File: src/rtl/alu_issue_stage.sv
// alu_issue_stage: decodes ALUOp/funct into ALU slice controls and presents
// operands plus controls through a 2-entry registered skid buffer.
module alu_issue_stage #(
    parameter int WIDTH = 32
) (
    input  logic             clk,
    input  logic             rst,
    input  logic             flush,
    input  logic             in_valid,
    output logic             in_ready,
    input  logic [WIDTH-1:0] in_a,
    input  logic [WIDTH-1:0] in_b,
    input  logic [1:0]       alu_op,
    input  logic [5:0]       funct,
    output logic             out_valid,
    input  logic             out_ready,
    output logic [WIDTH-1:0] a_out,
    output logic [WIDTH-1:0] b_out,
    output logic             Ainvert,
    output logic             Binvert,
    output logic             Carry_in,
    output logic [1:0]       Operation,
    output logic             illegal,
    output logic [15:0]      issue_count
);
    typedef enum logic [1:0] {EMPTY, ONE, FULL} state_t;
    typedef struct packed {
        logic [WIDTH-1:0] a;
        logic [WIDTH-1:0] b;
        logic             ill;
        logic [4:0]       ctl;
    } entry_t;

    state_t      state_q, state_d;
    entry_t      main_q, main_d, skid_q, skid_d, dec;
    logic [5:0]  dec_ctl;
    logic [15:0] cnt_q, cnt_d;
    logic        in_fire, out_fire;

    // dec_ctl = {illegal, Ainvert, Binvert, Carry_in, Operation}
    always_comb begin
        dec_ctl = 6'b100000;
        case (alu_op)
            2'b00: dec_ctl = 6'b000010;
            2'b01: dec_ctl = 6'b001110;
            2'b10: begin
                case (funct)
                    6'b100000: dec_ctl = 6'b000010;
                    6'b100010: dec_ctl = 6'b001110;
                    6'b100100: dec_ctl = 6'b000000;
                    6'b100101: dec_ctl = 6'b000001;
                    6'b100111: dec_ctl = 6'b011000;
                    6'b101010: dec_ctl = 6'b001111;
                    default:   dec_ctl = 6'b100000;
                endcase
            end
            default: dec_ctl = 6'b100000;
        endcase
    end

    assign dec       = {in_a, in_b, dec_ctl};
    assign out_valid = state_q != EMPTY;
    assign in_ready  = state_q != FULL;
    assign in_fire   = in_valid && in_ready;
    assign out_fire  = out_valid && out_ready;
    assign {a_out, b_out, illegal, Ainvert, Binvert, Carry_in, Operation} = main_q;
    assign issue_count = cnt_q;

    always_comb begin
        state_d = state_q;
        main_d  = main_q;
        skid_d  = skid_q;
        case (state_q)
            EMPTY: begin
                if (in_fire) begin
                    main_d  = dec;
                    state_d = ONE;
                end
            end
            ONE: begin
                if (in_fire && out_fire) begin
                    main_d = dec;
                end else if (out_fire) begin
                    state_d = EMPTY;
                end else if (in_fire) begin
                    skid_d  = dec;
                    state_d = FULL;
                end
            end
            FULL: begin
                if (out_fire) begin
                    main_d  = skid_q;
                    state_d = ONE;
                end
            end
            default: state_d = EMPTY;
        endcase
        if (flush) state_d = EMPTY;
        cnt_d = (out_fire && !flush && cnt_q != 16'hFFFF) ? cnt_q + 16'd1 : cnt_q;
    end

    always_ff @(posedge clk or posedge rst) begin
        if (rst) begin
            state_q <= EMPTY;
            main_q  <= '0;
            skid_q  <= '0;
            cnt_q   <= '0;
        end else begin
            state_q <= state_d;
            main_q  <= main_d;
            skid_q  <= skid_d;
            cnt_q   <= cnt_d;
        end
    end
endmodule
File: config.mk
export PLATFORM = sky130hd
export DESIGN_NAME = alu_issue_stage
export DESIGN_NICKNAME = d
export VERILOG_FILES = /design/src/rtl/alu_issue_stage.sv
export SDC_FILE = /design/constraint.sdc
export NUM_CORES = 1
export LEC_CHECK = 0
export CELL_PAD_IN_SITES_DETAIL_PLACEMENT = 1
export CELL_PAD_IN_SITES_GLOBAL_PLACEMENT = 1
export CORE_UTILIZATION = 35
export DETAILED_ROUTE_END_ITERATION = 8
export MAX_ROUTING_LAYER = met4
export PLACE_DENSITY = 0.86
export SYNTH_ARGS = -nofsm -noshare
export SYNTH_HDL_FRONTEND = slang
export SYNTH_SLANG_ARGS = --single-unit
File: constraint.sdc
create_clock -name clk -period 6.18 [get_ports clk]
set_input_delay 0.618 -clock clk [delete_from_list [all_inputs] [get_ports clk]]
set_output_delay 0.618 -clock clk [all_outputs]
set_load 0.02 [all_outputs]
==> parameters.txt, run 1 <==
Parameter                              Value

Global route
  Maximum number of pins on one net before global-route repair ... 109
  First-pass GRT wire length ... 31700 µm
  Initial antenna violation count ... 0
  Global-route total usage across every layer ... 20.9%
  Overflow left after global routing ... 0
  Vias in the first global route ... 6210

Setup path
  Category of the worst setup path capture point ... output port
  R2r worst-path depth ... 5
  End point of the critical path ... in_ready
  Worst Path Arrival ... 2.31 ns
  Maximum fanout along the worst path ... 70
  Setup slack of the most critical reg-to-reg path ... 3.70 ns
  Worst setup startpoint ... state_q[1]$_DFFE_PP0P_
  Reg2Reg Capture Point ... a_out[22]$_DFFE_PP0P_
  Classification of the worst setup path ... flop to output port
  Origin of the critical flop-to-flop path ... state_q[1]$_DFFE_PP0P_
  Critical Path Source Type ... flop
  Worst EP required ... 5.56 ns

Synth
  Largest area contributor in the synthesized netlist ... sky130_fd_sc_hd__dfrtp_1
  Avg Cell Area, Syn ... 8.73 µm²
  Fraction of registers with async set/reset ... 100%
  Most frequent cells after synthesis ... 341 x sky130_fd_sc_hd__nand2_1, 158 x sky130_fd_sc_hd__dfrtp_1, 80 x sky130_fd_sc_hd__nor2_1, 67 x sky130_fd_sc_hd__a31oi_1, 19 x sky130_fd_sc_hd__buf_2
  Flip-flop cell with the highest count after synthesis ... sky130_fd_sc_hd__dfrtp_1
  Main area contributors after synthesis ... sky130_fd_sc_hd__dfrtp_1 58%, sky130_fd_sc_hd__nand2_1 19%, sky130_fd_sc_hd__a31oi_1 6.2%
  Number of storage elements in the synthesis netlist ... 158
  Most numerous cell in the Yosys netlist ... sky130_fd_sc_hd__nand2_1
  Post-synth top area share ... 58.3%
  Synth Warn # ... 0
  EDFF count, synth ... 0
  Synth unique cells ... 40
  Sequential element share of the synthesized area ... 58.3%
  Count of mapped cells out of synthesis ... 777
  Post-synthesis cell area ... 6790 µm²
  Number of nets in the synthesized netlist ... 855

Cells and area
  Antenna cell count ... 0
  Final Core Density ... 49.0%
  Layout cells sized above 1 ... 5.03%
  Multi-input gate area ... 2610 µm²
  Total area of sequential cells ... 3950 µm²
  Layout Nets ... 999
  Final-layout fill cell count ... 2180
  Post-synthesis to final-layout area growth ... 36.0%

Routing
  Count of unresolved DRC violations after routing ... 0
  Number of vias after detailed routing ... 5890
  Number of search-and-repair iterations in the first detailed-routing pass ... 4
  WL final ... 19300 µm
  Drt initial violations ... 269
  Antenna Violating Nets Remaining ... 0
  Number of vias per cell after detailed routing ... 4.93
  Drt wl/cell ... 16.1 µm

Outcome
  Outcome ... complete, no violations

Clock network
  CTS sink count ... 158
  Number of levels the H-tree was split into ... 4
  Number of buffers added for setup after CTS ... 0
  Cts bufs inserted ... 17
  # resized after CTS ... 0
  Clock tree from TritonCTS ... done
  Clock-pin slew reported for the worst setup and hold paths after clock tree synthesis ... 0.06 ns
  Source-to-sink clock delay at the later pin of the worst-skew pair ... 0.42 ns
  Hold-fix buffers at CTS ... 0
  Maximum number of buffers from clock root to sink ... 2
  Clock root buffer ... sky130_fd_sc_hd__clkbuf_16

STA
  Sum Neg Setup Slack ... 0 ns
  Final period util ... 47.3%
  Max Clock Skew ... 0.00774 ns
  Setup ws final ... 3.26 ns
  Time the final worst path needs with I/O delays and setup ... 2.92 ns
  Upper clock frequency limit ... 342 MHz
  Number of pins exceeding their max-slew limit in the final report ... 0
  Final setup viols ... 0
  Hold Violations, Final ... 0
  RSZ-0062 raised after global routing ... false
  Relative max-transition margin ... 34.8%
  Measured slew at the worst slew-check pin ... 0.978 ns

Flow run
  Maximum Capacitance Violations ... 0

Floorplanning
  Initial Utilization ... 36.0%
  Core ar. ... 18800 µm²
  Die X ... 141 µm
  I/O pin cnt ... 165
  FP Rows ... 50
  Total Die Area ... 19900 µm²
  Die height ... 141 µm

Place
  Port Buf Inserts ... 164
  Placed wire-length estimate ... 12000 µm
  Pre-CTS setup slack ... 2.95 ns
  Placer's final routability congestion estimate ... 0.788

Power and ir drop
  Maximum resistive drop on vdd ... 0.182 mV
  P per Cell Area ... 338 nW/µm²
  Cell leakage power ... 4.20 nW

Worst hold path
  Class of the tightest hold or removal check ... flop to flop
==> state kept, by name (all words and copies together) (netlist names), 2 cells and up <==
name / flops
state_q: 2
a_out: 32
issue_count: 16
b_out: 32
Operation: 2
skid_q: 70
==> cell usage in the layout (no fill, tap or decap), types with 5 or more instances in the layout <==
| master | instances |
|---|---|
| sky130_fd_sc_hd__dfrtp_1 | 158 |
| sky130_fd_sc_hd__nand2_1 | 341 |
| sky130_fd_sc_hd__clkbuf_16 | 17 |
| sky130_fd_sc_hd__a31oi_1 | 67 |
| sky130_fd_sc_hd__nor2_1 | 80 |
| sky130_fd_sc_hd__nand4_1 | 7 |
| sky130_fd_sc_hd__a21oi_1 | 10 |
| sky130_fd_sc_hd__buf_4 | 6 |
| sky130_fd_sc_hd__bufinv_16 | 5 |
| sky130_fd_sc_hd__o21ai_0 | 9 |
| sky130_fd_sc_hd__xnor2_1 | 9 |
| sky130_fd_sc_hd__nand3_1 | 9 |
| sky130_fd_sc_hd__clkdlybuf4s50_1 | 164 |
==> kinds of logic (layout without fill, tap and decap cells) <==
kind of cell	count (synthesis)	count (layout)	synth area share, %
AO/OA/AOI/OAI	93	93	8.57
XOR/XNOR	13	13	1.68
adder cells (fa/ha/maj)	1	1	0.184
buffers and inverters	50	207	3.56
flip-flops	158	158	58.3
multiplexers	4	4	0.701
AND/OR/NAND/NOR	458	458	27.0
==> per-layer routing <==
metal	track usage, %	part of all wire (%)
met2	35.9	52
met5	-	0
met1	24.1	42
met4	6.12	1.4
met3	5.33	4.5
==> critical path, cell delays in order, from the launching register on <==
cell and delay, ns:
sky130_fd_sc_hd__dfrtp_1 0.43, sky130_fd_sc_hd__nor2b_4 0.17, sky130_fd_sc_hd__buf_4 0.63, sky130_fd_sc_hd__inv_2 0.07
sky130_fd_sc_hd__clkdlybuf4s50_1 0.56
==> area by class of cell <==
class / instances / share of cell area, %
Clock buffer: 21 / 4.77
Inverter: 5 / 0.258
Tap cell: 260 / 3.53
Multi-Input combinational cell: 569 / 28.2
Timing Repair Buffer: 170 / 18.3
Sequential cell: 158 / 42.9
Clock inverter: 11 / 2.06
==> per-stage QoR <==
stage / instances / hold WS [ns] / instance area (µm²) / power (mW)
CTS: 1194 / 0.479 / 9230 / 3.16
finish: 1194 / 0.472 / 9230 / 3.12
detailed placement: 1162 / 0.462 / 8600 / 2.00
global route: 1194 / 0.503 / 9230 / 3.27
floorplan: 777 / 0.445 / 6790 / 1.68
global placement: 1162 / 0.457 / 8600 / 1.96
==> how the worst min path moves through the flow <==
stage	slack, ns	to	depth (start not counted)	startpoint
6_report	0.47	skid_q[5]$_DFFE_PP0P_	2	skid_q[5]$_DFFE_PP0P_
5_1_grt	0.50	skid_q[26]$_DFFE_PP0P_	2	skid_q[26]$_DFFE_PP0P_
4_1_cts	0.48	skid_q[5]$_DFFE_PP0P_	2	skid_q[5]$_DFFE_PP0P_
3_5_place_dp	0.46	skid_q[15]$_DFFE_PP0P_	2	skid_q[15]$_DFFE_PP0P_
3_3_place_gp	0.46	skid_q[31]$_DFFE_PP0P_	2	skid_q[31]$_DFFE_PP0P_
2_1_floorplan	0.44	skid_q[1]$_DFFE_PP0P_	2	skid_q[1]$_DFFE_PP0P_
==> power by group <==
part	leakage (nW)	switching [mW]	internal, mW
registers	1.92	0.124	1.23
clock network	0.305	0.422	0.717
logic	1.98	0.341	0.290
Power figures use the tool's default switching activity.
==> run 2, diff against run 1 <==
==> constraint.sdc (replaced) <==
create_clock -name clk -period 2.9 [get_ports clk]
set_input_delay 0.29 -clock clk [delete_from_list [all_inputs] [get_ports clk]]
set_output_delay 0.29 -clock clk [all_outputs]
set_load 0.02 [all_outputs]
==> run 2 against run 1 <==
Via count up 0.95%. Sequential share of layout area fell by 0.46 points. Sequential power increased by 110%. Cell count grew 0.84%. Clock power grew 95%. Non-clock buffer count rose by 9. Critical path depth is 1 lower. Worst hold slack worse by 0.098 ns. Core utilization rose by 0.53 points. Die area did not move. Routed wire length is 1.4% higher. Critical path type unchanged. Largest power group unchanged.
==> parameters.txt, run 2 (synthesis gave the netlist of run 1 again) <==
Parameter                              Value

Setup path
  Critical path, cell by cell ... nor2b_4, inv_2, clkdlybuf4s50_1
  Classification of the worst setup path ... flop to output port
  CP Buf/Inv Count ... 2
  Category of the worst setup path capture point ... output port
  Critical Path Source Type ... flop
  Worst path top cell family by delay ... buffers and inverters
  Crit-path max cell delay ... 0.71 ns
  Master of the slowest instance on the critical path ... sky130_fd_sc_hd__clkdlybuf4s50_1
  Worst Path Arrival ... 2.12 ns
  Worst EP required ... 2.61 ns
  Maximum fanout along the worst path ... 27

STA
  Hold Violations, Final ... 0
  RSZ-0062 raised after global routing ... false
  Number of pins exceeding their max-slew limit in the final report ... 0
  Sum Neg Setup Slack ... 0 ns
  Worst Hold Slack ... 0.374 ns
  Final setup viols ... 0
  Max Clock Skew ... 0.0105 ns
  Relative max-transition margin ... 43.2%
  Upper clock frequency limit ... 415 MHz
  Final period util ... 83.1%
  Time the final worst path needs with I/O delays and setup ... 2.41 ns
  Measured slew at the worst slew-check pin ... 0.852 ns

Flow run
  Maximum Capacitance Violations ... 0

Floorplanning
  Die X ... 141 µm
  Total Die Area ... 19900 µm²
  Core ar. ... 18800 µm²
  Die height ... 141 µm
  Initial Utilization ... 36.0%
  I/O pin cnt ... 165
  FP Rows ... 50

Place
  Placed wire-length estimate ... 13100 µm
  Placer's final routability congestion estimate ... 0.791
  Port Buf Inserts ... 164

Power and ir drop
  Maximum resistive drop on vdd ... 0.479 mV
  P per Cell Area ... 692 nW/µm²
  Switching power total ... 1.93 mW
  Cell leakage power ... 4.23 nW
  Share of total power in combinational logic ... 21.2%
  Share of power burned in registers ... 44.5%
  Internal power component ... 4.53 mW
  Sw frac ... 29.8%
  Clk network pwr share ... 34.3%

Cells and area
  Layout Nets ... 1008
  Max FFs per register ... 70
  Most used cells in the layout excluding fill and tap cells ... 341 x sky130_fd_sc_hd__nand2_1, 164 x sky130_fd_sc_hd__clkdlybuf4s50_1, 158 x sky130_fd_sc_hd__dfrtp_1
  Largest register by flop count ... skid_q
  Commonest non-fill, non-tap cell in the layout ... sky130_fd_sc_hd__nand2_1
  Layout cells sized above 1 ... 6.04%
  Post-synthesis to final-layout area growth ... 37.5%
  Final-layout fill cell count ... 2157

Global route
  Global-route total usage across every layer ... 21.4%
  Vias in the first global route ... 6324
  First-pass GRT wire length ... 32400 µm
  Overflow left after global routing ... 0
  Maximum number of pins on one net before global-route repair ... 70
  Initial antenna violation count ... 1

Routing
  Drt initial violations ... 215
  Drt wl/cell ... 16.2 µm
  Number of vias after detailed routing ... 5946
  Antenna Violating Nets Remaining ... 0
  WL final ... 19500 µm
  Number of search-and-repair iterations in the first detailed-routing pass ... 4
  Number of vias per cell after detailed routing ... 4.94
  Count of unresolved DRC violations after routing ... 0

Clock network
  Source-to-sink clock delay at the later pin of the worst-skew pair ... 0.42 ns
  # resized after CTS ... 0
  Hold-fix buffers at CTS ... 0
  Clock root buffer ... sky130_fd_sc_hd__clkbuf_16
  Maximum number of buffers from clock root to sink ... 2
  CTS sink count ... 158
  Number of levels the H-tree was split into ... 4
  Cts bufs inserted ... 17
  Clock-pin slew reported for the worst setup and hold paths after clock tree synthesis ... 0.07 ns
  Number of buffers added for setup after CTS ... 0
  Clock tree from TritonCTS ... done

Worst hold path
  Class of the tightest hold or removal check ... input pin to asynchronous set/reset pin

Outcome
  Outcome ... complete, no violations
==> run 2: cell types whose count changed in the layout (fill, tap and decap cells not counted), sizes merged <==
cell      change
inv           +2
clkinv        -3
diode         +1
clkinvlp      +5
clkbuf        -1
buf           +9
bufinv        -3
==> run 2: stage by stage <==
step	util [%]	std cells	area [µm²]	power (mW)	setup slack (ns)
3_3_place_gp	46.5	1171	8750	4.22	0.679
5_1_grt	49.5	1204	9330	6.77	0.399
2_1_floorplan	-	777	6790	3.58	0.609
6_report	49.5	1204	9330	6.46	0.490
3_5_place_dp	46.5	1171	8750	4.29	0.600
4_1_cts	49.5	1203	9320	6.53	0.444
==> run 2: final timing paths <==
check / slack [ns] / end / depth (start not counted) / start
setup / recovery: 0.49 / in_ready / 3 / state_q[1]$_DFFE_PP0P_
hold / removal: 0.37 / a_out[23]$_DFFE_PP0P_ / 2 / rst
setup reg to reg: 1.01 / b_out[9]$_DFFE_PP0P_ / 5 / state_q[1]$_DFFE_PP0P_
hold reg to reg: 0.48 / skid_q[11]$_DFFE_PP0P_ / 2 / skid_q[11]$_DFFE_PP0P_
max in group asynchronous: 1.87 / skid_q[35]$_DFFE_PP0P_ / 3 / rst
min in group clk: 0.43 / skid_q[49]$_DFFE_PP0P_ / 3 / in_a[11]
==> run 2: metal layers <==
layer | part of all wire (%) | vias up | track usage [%]
met5 | 0 | - | -
met4 | 1.7 | 0 | 5.84
met3 | 3.9 | 21 | 4.99
met2 | 52 | 120 | 37.1
met1 | 43 | 2973 | 24.6
li1 | - | 2832 | -
==> run 2: layout make-up <==
class                   instances  area [µm²]  share of cell area, %
diodes                          1        2.50                 0.0268
repair buffers                179        1840                   19.7
well taps                     260         325                   3.49
inverters                       5        22.5                  0.241
flip-flops and latches        158        3950                   42.4
clock inverters                12         138                   1.48
multi-input cells             569        2610                   27.9
clock buffers                  20         437                   4.68
==> run 2: power groups by stage <==
stage	clock network [mW]	registers, mW	logic [mW]
2_1_floorplan	0	3.07	0.515
4_1_cts	2.26	2.87	1.40
5_1_grt	2.34	2.92	1.51
6_report	2.22	2.87	1.37
3_5_place_dp	0	2.91	1.39
3_3_place_gp	0	2.89	1.33
==> run 3, diff against run 2 <==
--- a/config.mk
+++ b/config.mk
@@ -7,10 +7,10 @@
 export LEC_CHECK = 0
 export CELL_PAD_IN_SITES_DETAIL_PLACEMENT = 1
 export CELL_PAD_IN_SITES_GLOBAL_PLACEMENT = 1
-export CORE_UTILIZATION = 35
+export CORE_UTILIZATION = 33
 export DETAILED_ROUTE_END_ITERATION = 8
 export MAX_ROUTING_LAYER = met4
-export PLACE_DENSITY = 0.86
+export PLACE_DENSITY = 0.85
 export SYNTH_ARGS = -nofsm -noshare
 export SYNTH_HDL_FRONTEND = slang
 export SYNTH_SLANG_ARGS = --single-unit
==> constraint.sdc (replaced) <==
create_clock -name clk -period 2.1 [get_ports clk]
set_input_delay 0.21 -clock clk [delete_from_list [all_inputs] [get_ports clk]]
set_output_delay 0.21 -clock clk [all_outputs]
set_load 0.02 [all_outputs]
==> run 3 against run 2 <==
Combinational power up 38%. Sequential cell count unchanged. Global-route usage down 2.0 points. Sequential share of layout area down 0.25 points. Power up 38%. Register-to-register slack worse by 0.65 ns. Clock skew down 0.0034 ns. Cell count up 0.75%. Cell area up 0.59%. First-iteration DRC count up 36%.
==> parameters.txt, run 3 (synthesis gave the netlist of run 1 again) <==
Parameter                              Value

Cells and area
  Layout cells sized above 1 ... 6.05%
  Layout Nets ... 1007
  Commonest non-fill, non-tap cell in the layout ... sky130_fd_sc_hd__nand2_1
  Post-synthesis to final-layout area growth ... 38.3%
  Max FFs per register ... 70
  Largest register by flop count ... skid_q
  Final Core Density ... 46.5%
  Layout Cell Area excl Fill ... 9380 µm²
  Most used cells in the layout excluding fill and tap cells ... 341 x sky130_fd_sc_hd__nand2_1, 163 x sky130_fd_sc_hd__clkdlybuf4s50_1, 158 x sky130_fd_sc_hd__dfrtp_1

Routing
  Number of vias after detailed routing ... 5814
  Drt initial violations ... 293
  WL final ... 18900 µm
  Count of unresolved DRC violations after routing ... 0
  Number of vias per cell after detailed routing ... 4.79
  Number of search-and-repair iterations in the first detailed-routing pass ... 5
  Antenna Violating Nets Remaining ... 0
  Drt wl/cell ... 15.5 µm

Power and ir drop
  Share of total power in combinational logic ... 21.1%
  Switching power total ... 2.56 mW
  Sw frac ... 28.7%
  Maximum resistive drop on vdd ... 0.519 mV
  P per Cell Area ... 953 nW/µm²
  Share of power burned in registers ... 44.3%
  Power, Total ... 8.94 mW
  Clk network pwr share ... 34.6%
  Cell leakage power ... 4.25 nW
  Internal power component ... 6.38 mW

Global route
  Vias in the first global route ... 6171
  Initial antenna violation count ... 1
  Global-route total usage across every layer ... 19.3%
  Maximum number of pins on one net before global-route repair ... 76
  First-pass GRT wire length ... 31800 µm
  Overflow left after global routing ... 0

Clock network
  Number of levels the H-tree was split into ... 4
  # resized after CTS ... 0
  Maximum number of buffers from clock root to sink ... 2
  Clock-pin slew reported for the worst setup and hold paths after clock tree synthesis ... 0.06 ns
  Clock root buffer ... sky130_fd_sc_hd__clkbuf_16
  Cts bufs inserted ... 17
  Source-to-sink clock delay at the later pin of the worst-skew pair ... 0.41 ns
  Number of buffers added for setup after CTS ... 0
  Clock tree from TritonCTS ... done
  Hold-fix buffers at CTS ... 0
  CTS sink count ... 158

STA
  Worst Hold Slack ... 0.144 ns
  Upper clock frequency limit ... 528 MHz
  Time the final worst path needs with I/O delays and setup ... 1.90 ns
  RSZ-0062 raised after global routing ... false
  Max Clock Skew ... 0.00712 ns
  Final period util ... 90.3%
  Number of pins exceeding their max-slew limit in the final report ... 0
  Relative max-transition margin ... 72.5%
  Final setup viols ... 0
  Hold Violations, Final ... 0
  Measured slew at the worst slew-check pin ... 0.413 ns

Floorplanning
  Total Die Area ... 21100 µm²
  Core ar. ... 20200 µm²
  FP Rows ... 52
  Die X ... 145 µm
  I/O pin cnt ... 165
  Die height ... 145 µm
  Initial Utilization ... 33.6%

Setup path
  Classification of the worst setup path ... flop to output port
  Category of the worst setup path capture point ... output port
  Critical Path Source Type ... flop
  Worst Path Arrival ... 1.69 ns
  Maximum fanout along the worst path ... 7
  Worst EP required ... 1.89 ns

Worst hold path
  Class of the tightest hold or removal check ... input pin to asynchronous set/reset pin

Place
  Placer's final routability congestion estimate ... 0.746
  Placed wire-length estimate ... 12400 µm
  Port Buf Inserts ... 164
  Cell area after placement ... 8780 µm²

Outcome
  Outcome ... complete, no violations

Flow run
  Maximum Capacitance Violations ... 0
-- run 3: layout make-up --
type                       count  area (µm²)
fill                        2329       10800
clock inverter                 9         109
inverter                       5        22.5
sequential                   158        3950
tap                          270         338
multi-input combinational    569        2610
timing repair buffer         178        1860
antenna                        1        2.50
clock buffer                  23         488
-- run 3: final timing paths --
path / end / start / slack, ns / cells past startpoint
setup / recovery: out_valid / state_q[0]$_DFFE_PP0P_ / 0.20 / 2
hold / removal: a_out[30]$_DFFE_PP0P_ / rst / 0.14 / 2
setup reg to reg: a_out[7]$_DFFE_PP0P_ / state_q[1]$_DFFE_PP0P_ / 0.36 / 6
hold reg to reg: skid_q[53]$_DFFE_PP0P_ / skid_q[53]$_DFFE_PP0P_ / 0.48 / 2
max in group asynchronous: Operation[0]$_DFFE_PP0P_ / rst / 1.24 / 3
min in group clk: skid_q[45]$_DFFE_PP0P_ / in_a[7] / 0.35 / 3
-- run 3: worst max-delay path: stages, from the launching register on --
cell and delay, ns:
sky130_fd_sc_hd__dfrtp_1 0.46, sky130_fd_sc_hd__or2_1 0.27, sky130_fd_sc_hd__clkdlybuf4s50_1 0.54
-- run 3: routing by layer --
metal	vias to the layer above	wire [µm]	track usage, %
li1	2826	-	-
met1	2859	8410	23.1
met2	111	9480	33.2
met3	18	679	3.67
met4	0	297	5.63
met5	-	0	-
-- run 3: per-stage QoR --
stage	setup WS (ns)	cells	setup TNS, ns
after global routing	0.152	1213	0
final	0.205	1213	0
after CTS	0.0417	1212	0
after floorplan	-0.111	777	-17.52
after detailed placement	0.143	1180	0
after global placement	0.244	1180	0
-- run 3: power groups by stage --
stage | Clock [mW] | Sequential, mW | Combinational, mW
global placement | 0 | 3.98 | 1.85
global route | 3.29 | 4.04 | 2.07
CTS | 3.18 | 3.96 | 1.92
finish | 3.10 | 3.96 | 1.89
detailed placement | 0 | 4.01 | 1.91
floorplan | 0 | 4.24 | 0.711
